<file path="src/rtl/systolic_tile_sequencer.sv">
// Sequences one output tile of the systolic array: clear, feed K operand rows,
// flush the array skew, then optionally commit results to the output buffer.
module systolic_tile_sequencer #(
  parameter int unsigned ARR_SIZE = 4,
  parameter int unsigned ADDR_W   = 7,
  parameter int unsigned KLEN_W   = 8
) (
  input  logic              clk,
  input  logic              rst,
  input  logic              cmd_valid,
  output logic              cmd_ready,
  input  logic [KLEN_W-1:0] cmd_k_len,
  input  logic [ADDR_W-1:0] cmd_base_addr,
  input  logic [3:0]        cmd_op_base,
  input  logic              cmd_store,
  input  logic              stall,
  input  logic              abort,
  output logic [1:0]        state_signal,
  output logic              buf_rd_en,
  output logic [ADDR_W-1:0] buf_rd_addr,
  output logic              acc_reset,
  output logic              acc_store,
  output logic [3:0]        acc_op_addr,
  output logic              busy,
  output logic              done
);

  localparam int unsigned OP_W      = 4;
  localparam int unsigned FLUSH_LEN = 2 * ARR_SIZE - 2;
  localparam int unsigned FCNT_W    = $clog2(2 * ARR_SIZE) + 1;
  localparam int unsigned J_W       = $clog2(ARR_SIZE) + 1;

  typedef enum logic [2:0] {
    S_IDLE,
    S_CLEAR,
    S_FEED,
    S_FLUSH,
    S_STORE,
    S_DONE
  } state_t;

  state_t              state, state_n;
  logic [KLEN_W-1:0]   k, k_n;
  logic [FCNT_W-1:0]   fcnt, fcnt_n;
  logic [J_W-1:0]      j, j_n;
  logic                accept;

  logic [KLEN_W-1:0]   k_len_q;
  logic [ADDR_W-1:0]   base_q;
  logic [OP_W-1:0]     op_base_q;
  logic                store_q;

  logic                cmd_ready_n;
  logic [1:0]          state_signal_n;
  logic                buf_rd_en_n;
  logic [ADDR_W-1:0]   buf_rd_addr_n;
  logic                acc_reset_n;
  logic                acc_store_n;
  logic [OP_W-1:0]     acc_op_addr_n;
  logic                busy_n;
  logic                done_n;

  // Next-state, counters and the next value of every registered output.
  // FEED/STORE progress is judged on the beat just issued (its strobe flop).
  always_comb begin
    state_n = state;
    k_n     = k;
    fcnt_n  = fcnt;
    j_n     = j;
    accept  = 1'b0;

    case (state)
      S_IDLE: begin
        if (cmd_valid && cmd_ready) begin
          accept  = 1'b1;
          state_n = (cmd_k_len == '0) ? S_DONE : S_CLEAR;
        end
      end
      S_CLEAR: begin
        state_n = S_FEED;
        k_n     = '0;
      end
      S_FEED: begin
        if (buf_rd_en) begin
          if (k == k_len_q - KLEN_W'(1)) begin
            state_n = S_FLUSH;
            fcnt_n  = '0;
          end else begin
            k_n = k + KLEN_W'(1);
          end
        end
      end
      S_FLUSH: begin
        if (fcnt == FCNT_W'(FLUSH_LEN - 1)) begin
          state_n = store_q ? S_STORE : S_DONE;
          j_n     = '0;
        end else begin
          fcnt_n = fcnt + FCNT_W'(1);
        end
      end
      S_STORE: begin
        if (acc_store) begin
          if (j == J_W'(ARR_SIZE - 1)) begin
            state_n = S_DONE;
          end else begin
            j_n = j + J_W'(1);
          end
        end
      end
      S_DONE: begin
        state_n = S_IDLE;
      end
      default: begin
        state_n = S_IDLE;
      end
    endcase

    if (abort && (state != S_IDLE)) begin
      state_n = S_IDLE;
    end

    cmd_ready_n    = (state_n == S_IDLE);
    busy_n         = (state_n != S_IDLE);
    acc_reset_n    = (state_n == S_CLEAR);
    done_n         = (state_n == S_DONE);
    buf_rd_en_n    = 1'b0;
    buf_rd_addr_n  = '0;
    acc_store_n    = 1'b0;
    acc_op_addr_n  = '0;
    state_signal_n = 2'b00;

    case (state_n)
      S_CLEAR: state_signal_n = 2'b01;
      S_FEED: begin
        state_signal_n = 2'b10;
        buf_rd_en_n    = !stall;
        buf_rd_addr_n  = base_q + ADDR_W'(k_n);
      end
      S_FLUSH: state_signal_n = 2'b10;
      S_STORE: begin
        state_signal_n = 2'b11;
        acc_store_n    = !stall;
        acc_op_addr_n  = op_base_q + OP_W'(j_n);
      end
      S_DONE:  state_signal_n = 2'b11;
      default: state_signal_n = 2'b00;
    endcase
  end

  // State, counters and the command latched at the handshake.
  always_ff @(posedge clk or negedge rst) begin
    if (!rst) begin
      state     <= S_IDLE;
      k         <= '0;
      fcnt      <= '0;
      j         <= '0;
      k_len_q   <= '0;
      base_q    <= '0;
      op_base_q <= '0;
      store_q   <= 1'b0;
    end else begin
      state <= state_n;
      k     <= k_n;
      fcnt  <= fcnt_n;
      j     <= j_n;
      if (accept) begin
        k_len_q   <= cmd_k_len;
        base_q    <= cmd_base_addr;
        op_base_q <= cmd_op_base;
        store_q   <= cmd_store;
      end
    end
  end

  // Output flops.
  always_ff @(posedge clk or negedge rst) begin
    if (!rst) begin
      cmd_ready    <= 1'b1;
      state_signal <= 2'b00;
      buf_rd_en    <= 1'b0;
      buf_rd_addr  <= '0;
      acc_reset    <= 1'b0;
      acc_store    <= 1'b0;
      acc_op_addr  <= '0;
      busy         <= 1'b0;
      done         <= 1'b0;
    end else begin
      cmd_ready    <= cmd_ready_n;
      state_signal <= state_signal_n;
      buf_rd_en    <= buf_rd_en_n;
      buf_rd_addr  <= buf_rd_addr_n;
      acc_reset    <= acc_reset_n;
      acc_store    <= acc_store_n;
      acc_op_addr  <= acc_op_addr_n;
      busy         <= busy_n;
      done         <= done_n;
    end
  end

endmodule

</file>
<file path="config.mk">
export PLATFORM = sky130hd
export DESIGN_NAME = systolic_tile_sequencer
export DESIGN_NICKNAME = d
export VERILOG_FILES = /design/src/rtl/systolic_tile_sequencer.sv
export SDC_FILE = /design/constraint.sdc
export NUM_CORES = 1
export LEC_CHECK = 0
export ABC_AREA = 1
export CAP_MARGIN = 25
export CORE_UTILIZATION = 25
export DETAILED_ROUTE_END_ITERATION = 7
export PLACE_DENSITY_LB_ADDON = 0.1
export SLEW_MARGIN = 10
export SYNTH_ARGS = -nofsm -noshare
export SYNTH_HDL_FRONTEND = slang
export SYNTH_SLANG_ARGS = --single-unit
</file>
<file path="constraint.sdc">
create_clock -name clk -period 2.7 [get_ports clk]
set_input_delay 0.54 -clock clk [delete_from_list [all_inputs] [get_ports clk]]
set_output_delay 0.54 -clock clk [all_outputs]
set_load 0.005 [all_outputs]
</file>
After elaboration in Yosys (flattened, before gate mapping)

Cells that the tools add are included.
Widths: inputs -> output; s select.

Bits in registers: 57
Bits in latches: 0
Bits in writable memories: 0
ROM bits: 0
Input bits: 25
Output and inout port bits: 19
Logic and storage cells: 82
Memories kept: 0

$add $sub $neg: 6
$mul: 0
Divide/modulo/power cells: 0
Magnitude comparators: 0
Equal/unequal tests: 16
Shift-type cells: 0
Multiplexer cells: 28
Bitwise gates (word level): 0
Reduce and logical (&&, ||, !) cells: 14

Operators by type and width:

| operator            | number |
|---|---|
| $mux 3              | 11 |
| $mux 4              | 4 |
| $mux 8              | 2 |
| $pmux 8 s2          | 1 |
| $eq 3x2->1 const B  | 5 |
| $pmux 3 s5          | 1 |
| $eq 3x3->1 const B  | 3 |
| $add 8x1->8 const B | 1 |
| $eq 8x8->1          | 1 |
| $logic_not 8->1     | 1 |
| $ne 2x2->1 const B  | 4 |
| $pmux 4 s2          | 1 |
| $sub 8x1->8 const B | 1 |
| $add 7x7->7         | 1 |
| $mux 7              | 1 |
| $eq 3x1->1 const B  | 2 |
| $logic_not 3->1     | 2 |
| $pmux 2 s3          | 1 |
| $pmux 3 s2          | 1 |
| $reduce_bool 3->1   | 2 |
| $mux 1              | 5 |
| $add 4x1->4 const B | 1 |
| $add 4x3->4         | 1 |
| $eq 4x3->1 const B  | 1 |
| 7 further kinds     | 10 |

Longest topological paths before layout

Word-level depth: 9
Mapped depth: 26

Worst setup path before layout

No wires, ideal clock.

Kind: reg-to-reg
Start point: reg k_len_q[0]
End point: reg buf_rd_addr[6]
Arrival time: 2.935 ns
Path slack: -0.310 ns
Stages on the path, launching flop included: 24
Buffers on the path: 0
Clock period less this slack: 3.010 ns
Cell sequence: dfrtp_1 inv_2 ha_1 nand3_1 o21ai_0 nand2_1 nand2_1 nor2_4 nand2_2 nand2_2 nor2_1 nand2_1 nand2_1 a21oi_1 ha_1 fa_1 nand3_1 nand2_1 nand2_1 nand2_1 a21oi_1 xor2_1 nand3_1 a21oi_2

Elaborated cells between the ends (all ways): 12
Those cells by class: 2 x add/sub; 2 x eq/ne; 8 x mux

RTL lines:

| element                  | line | text |
|---|---|---|
| start: declaration       | 48   | `logic [KLEN_W-1:0] k_len_q;` |
| start signal: assignment | 167  | `k_len_q <= cmd_k_len;` |
| $sub 8x1->8              | 85   | `if (k == k_len_q - KLEN_W'(1)) begin` |
| $eq 8x8->1               | 85   |  |
| $mux 8                   | 85   |  |
| $mux 8                   | 84   | `if (buf_rd_en) begin` |
| $pmux 8 s2               | 72   | `case (state)` |
| via k_n[0]               | 43   | `logic [KLEN_W-1:0] k, k_n;` |
| $add 7x7->7              | 137  | `buf_rd_addr_n = base_q + ADDR_W'(k_n);` |
| $mux 7                   | 132  | `case (state_n)` |
| via buf_rd_addr_n[6]     | 56   | `logic [ADDR_W-1:0] buf_rd_addr_n;` |
| end signal: assignment   | 191  | `buf_rd_addr <= buf_rd_addr_n;` |
| end: declaration         | 20   | `output logic [ADDR_W-1:0] buf_rd_addr,` |

The timed path passes the listed nets, and every way through them passes these cells. The select of a mux whose other input is x is not followed.
A chain may end at the register's enable or synchronous reset.

Worst setup path after layout

Start point: reg k_len_q[1]
End point: reg buf_rd_addr[6]

The elaborated chain is that of the path after synthesis.

==> results.md <==
* Final hold violation count at 0
* Crit path time final at 2970 ps
* Reg-to-Reg End: buf_rd_addr[6]
* WP buf/inv at 2
* Routed wire length at 7960 microns
* Syn nets at 409
* Max Clock Skew at 8.36 ps
* Initial core utilization at 0.259
* Seq/Total Area, Yosys at 0.455
* Flop-to-flop setup slack at -270 ps
* Hold-fix buffers, CTS at 0
* Largest cells by area after synthesis: dfrtp_1 (45%), nand2_1 (12%), ha_1 (5.6%)
* Failing checks: setup timing
* Root buffer cell: clkbuf_16
* Die Width at 114 microns
* Slew headroom at 0.657
* Num ports at 44
* H-tree Lvls at 3
* Synth warn at 0
* Area delta synth->final at 45.8%
* Worst Setup End Kind: flip-flop
* Routability cong. at 0.802
* Post-synth EDFFs at 0
* Die Ht at 114 microns
* Initial antenna violation count at 0
* Synth top area share at 0.447
* Post-DP Area at 4090 sq um
* Vias post-DR at 2655
* Crit-path max cell delay at 380 ps
* FFs w/ async S/R, synth at 1.00
* Core area at 12100 sq um
* Post-Syn Area at 3130 sq um
* Pwr dens at slightly below 1000 nW/um^2
* Number of routed nets with antenna violations at 0
* Global route total overflow at 0
* Final HPWL DP at roughly 5700 microns
* Ant diodes at 0
* Number of distinct library cells after synthesis at 35
* Run status: complete, but fails checks
* Clock Sinks at 57
* Hold slack at 218 ps
* Reg clk slew, reported paths at 50 ps
* First drt pass iteration count at 4
* Startpoint class of the critical path: flip-flop
* Crit path max fanout at 4
* Nets at 509
* Avg Cell Area, Syn at between 8 and 9 sq um
* All-Layer GR Usage at 0.138
* Maximum vdd drop at 0.297 mV
* Fin area at approximately 4600 sq um
* Cells after synthesis at between 300 and 400
* Crit-path leading delay family: simple AND/OR/NAND/NOR gates
* I/O Buffers at 43
* Skew-Pair Late Insertion Delay at ~320 ps
* Total CTS buffers at 9
* Register-to-Register Path Depth at 24
* Crit-path cells: inv_2 -> ha_4 -> nand2_2 -> inv_2 -> nor2_2 -> nand2_1 -> nor2_1 -> nand3_2 -> nor2_4 -> nand2_4 -> nand2_4 -> nor2_4 -> nand2_2 -> nor2_1 -> o21ai_2 -> ha_4 -> a21oi_2 -> nand2_2 -> nand2_2 -> nand2_2 -> a21oi_2 -> xor2_1 -> nand3_1 -> a21oi_2
* First-pass GRT wire length at 13700 microns
* Path type of the worst setup path: reg2reg
* Die area at 13000 sq um
* # rows at 40
* Slowest CP cell: dfrtp_1
* Detailed Route Iter0 Violations at 95
* Drt via density at 4.14
* Layout cells sized above 1 at 0.300
* RSZ-0062 raised after global routing: yes
* Post-synth top flop: dfrtp_1
* Largest net degree at the start of global routing at 58
* Max Slew Vio Count at 0
* Final setup vio count at 3
* Yosys reg bits at 57
* Leakage at 2.27 nW
* Critical Path RT at 2940 ps
* Number of global-route vias before repair at 2834
* Maximum root-to-sink buffer count at 2
* Cell accounting for the most synthesized area: dfrtp_1
* WL/cell at 12.4 microns
* Max cap viols at 0
* Critical path arrival at 3210 ps
* CP dominant cell by count: nand2_2
* Layout Utilization at 0.377
* Worst min path class: in2async
* CTS tree: done
* Worst r2r src: k_len_q[1]
* Final setup margin at -269 ps
* Fmax at about 0.34 GHz
* DR DRC count at 0
* Pin slew with the least headroom to its limit at 509 ps
* Final period util at 1.10
sequential cells by signal, indices dropped and copies added (netlist names):
| signal | count |
|---|---|
| k | 8 |
| k_len_q | 8 |
| base_q | 7 |
| buf_rd_addr | 7 |
| acc_op_addr | 4 |
| fcnt | 4 |
| op_base_q | 4 |
| j | 3 |
| state | 3 |
| state_signal | 2 |
| acc_reset | 1 |
| acc_store | 1 |
| buf_rd_en | 1 |
| busy | 1 |
| cmd_ready | 1 |
| done | 1 |
| store_q | 1 |
cell type report:
type                    count  area, sq um
clock inverters             3         15.0
repair buffers             92          813
inverters                  56          213
fillers                  1294         7540
flip-flops and latches     57         1430
well taps                 168          210
multi-input cells         252         1630
clock buffers              13          260
synth_stat cells, drive strengths merged, types with 2 or more instances:
library cell    n
nand3          21
nor3            8
a21oi          13
dfrtp          56
o21ai          20
ha             14
nand4           8
inv            56
xnor2           3
fa              2
xor2            8
nor2           41
clkbuf          3
nand2         105
nor4            3
power by group:
| part | internal, mW | total [mW] | switching (mW) |
|---|---|---|---|
| logic | 0.958 | 2.07 | 1.11 |
| clock network | 0.666 | 1.04 | 0.378 |
| registers | 1.14 | 1.38 | 0.239 |
worst max path at each step:
stage	from	to	slack, ps	cells past startpoint
after floorplan	k_len_q[0]	buf_rd_addr[6]	-170	25
after global placement	k_len_q[1]	buf_rd_addr[6]	-350	24
after detailed placement	k_len_q[1]	buf_rd_addr[6]	-370	24
after CTS	k_len_q[0]	buf_rd_addr[6]	-300	25
after global routing	k_len_q[1]	buf_rd_addr[6]	-570	24
final	k_len_q[1]	buf_rd_addr[6]	-270	24
logic make-up (layout without fill, tap and decap cells):
logic type / count (synthesis) / in the layout / share of synthesized area
fa+ha+maj: 16 / 16 / 0.0687
xor+xnor: 11 / 11 / 0.0307
simple gates: 186 / 186 / 0.301
flops: 57 / 57 / 0.455
buf+inv: 59 / 164 / 0.0715
compound gates: 39 / 39 / 0.0723
cells in the final DEF, fill, tap and decap left out, types with 2 or more instances in the layout:
| cell | instances |
|---|---|
| nand2_1 | 93 |
| dfrtp_1 | 56 |
| buf_4 | 46 |
| clkdlybuf4s50_1 | 42 |
| inv_1 | 41 |
| nor2_1 | 26 |
| inv_2 | 14 |
| nand3_1 | 12 |
| o21ai_0 | 12 |
| nand2_2 | 10 |
| ha_1 | 10 |
| nor2_2 | 9 |
| clkbuf_16 | 9 |
| nand3_2 | 8 |
| xor2_1 | 8 |
| a21oi_1 | 8 |
| nor2_4 | 6 |
| o21ai_1 | 5 |
| nor3_2 | 5 |
| nand4_1 | 5 |
| a21oi_2 | 5 |
| o21ai_2 | 3 |
| nand4_4 | 3 |
| nor4_1 | 3 |
| ha_4 | 3 |
| clkinv_2 | 3 |
| xnor2_1 | 2 |
| nand2_4 | 2 |
| nor3_4 | 2 |
| clkbuf_1 | 2 |
| clkbuf_8 | 2 |
| buf_6 | 2 |
layer usage:
metal  up-vias  share of wire  GRT usage  routed length [microns]
met4         0          0.013     0.0468                      105
li1       1372              -          -                        -
met2        35           0.46      0.222                     3640
met1      1241           0.50      0.183                     3960
met3         7          0.031     0.0303                      244
met5         -              0          0                        0
metrics by stage:
| step | power (mW) | TNS [ps] | worst slack (ps) | cells |
|---|---|---|---|---|
| 2_1_floorplan | 2.49 | -273 | -166 | 368 |
| 3_3_place_gp | 3.26 | -580 | -351 | 615 |
| 3_5_place_dp | 3.26 | -776 | -369 | 615 |
| 4_1_cts | 4.48 | -440 | -295 | 636 |
| 5_1_grt | 4.89 | -1750 | -573 | 641 |
| 6_report | 4.50 | -609 | -269 | 641 |
what timing repair did:
item | 4_1_cts | 5_1_grt
gates resized for setup | 21 | 14
endpoints found under the setup margin | 4 | 6
endpoints found under the hold margin | 0 | 0
pin swaps | 27 | 24
setup buffers | 7 | 5
No activity file was read; power rests on OpenSTA's default activity.
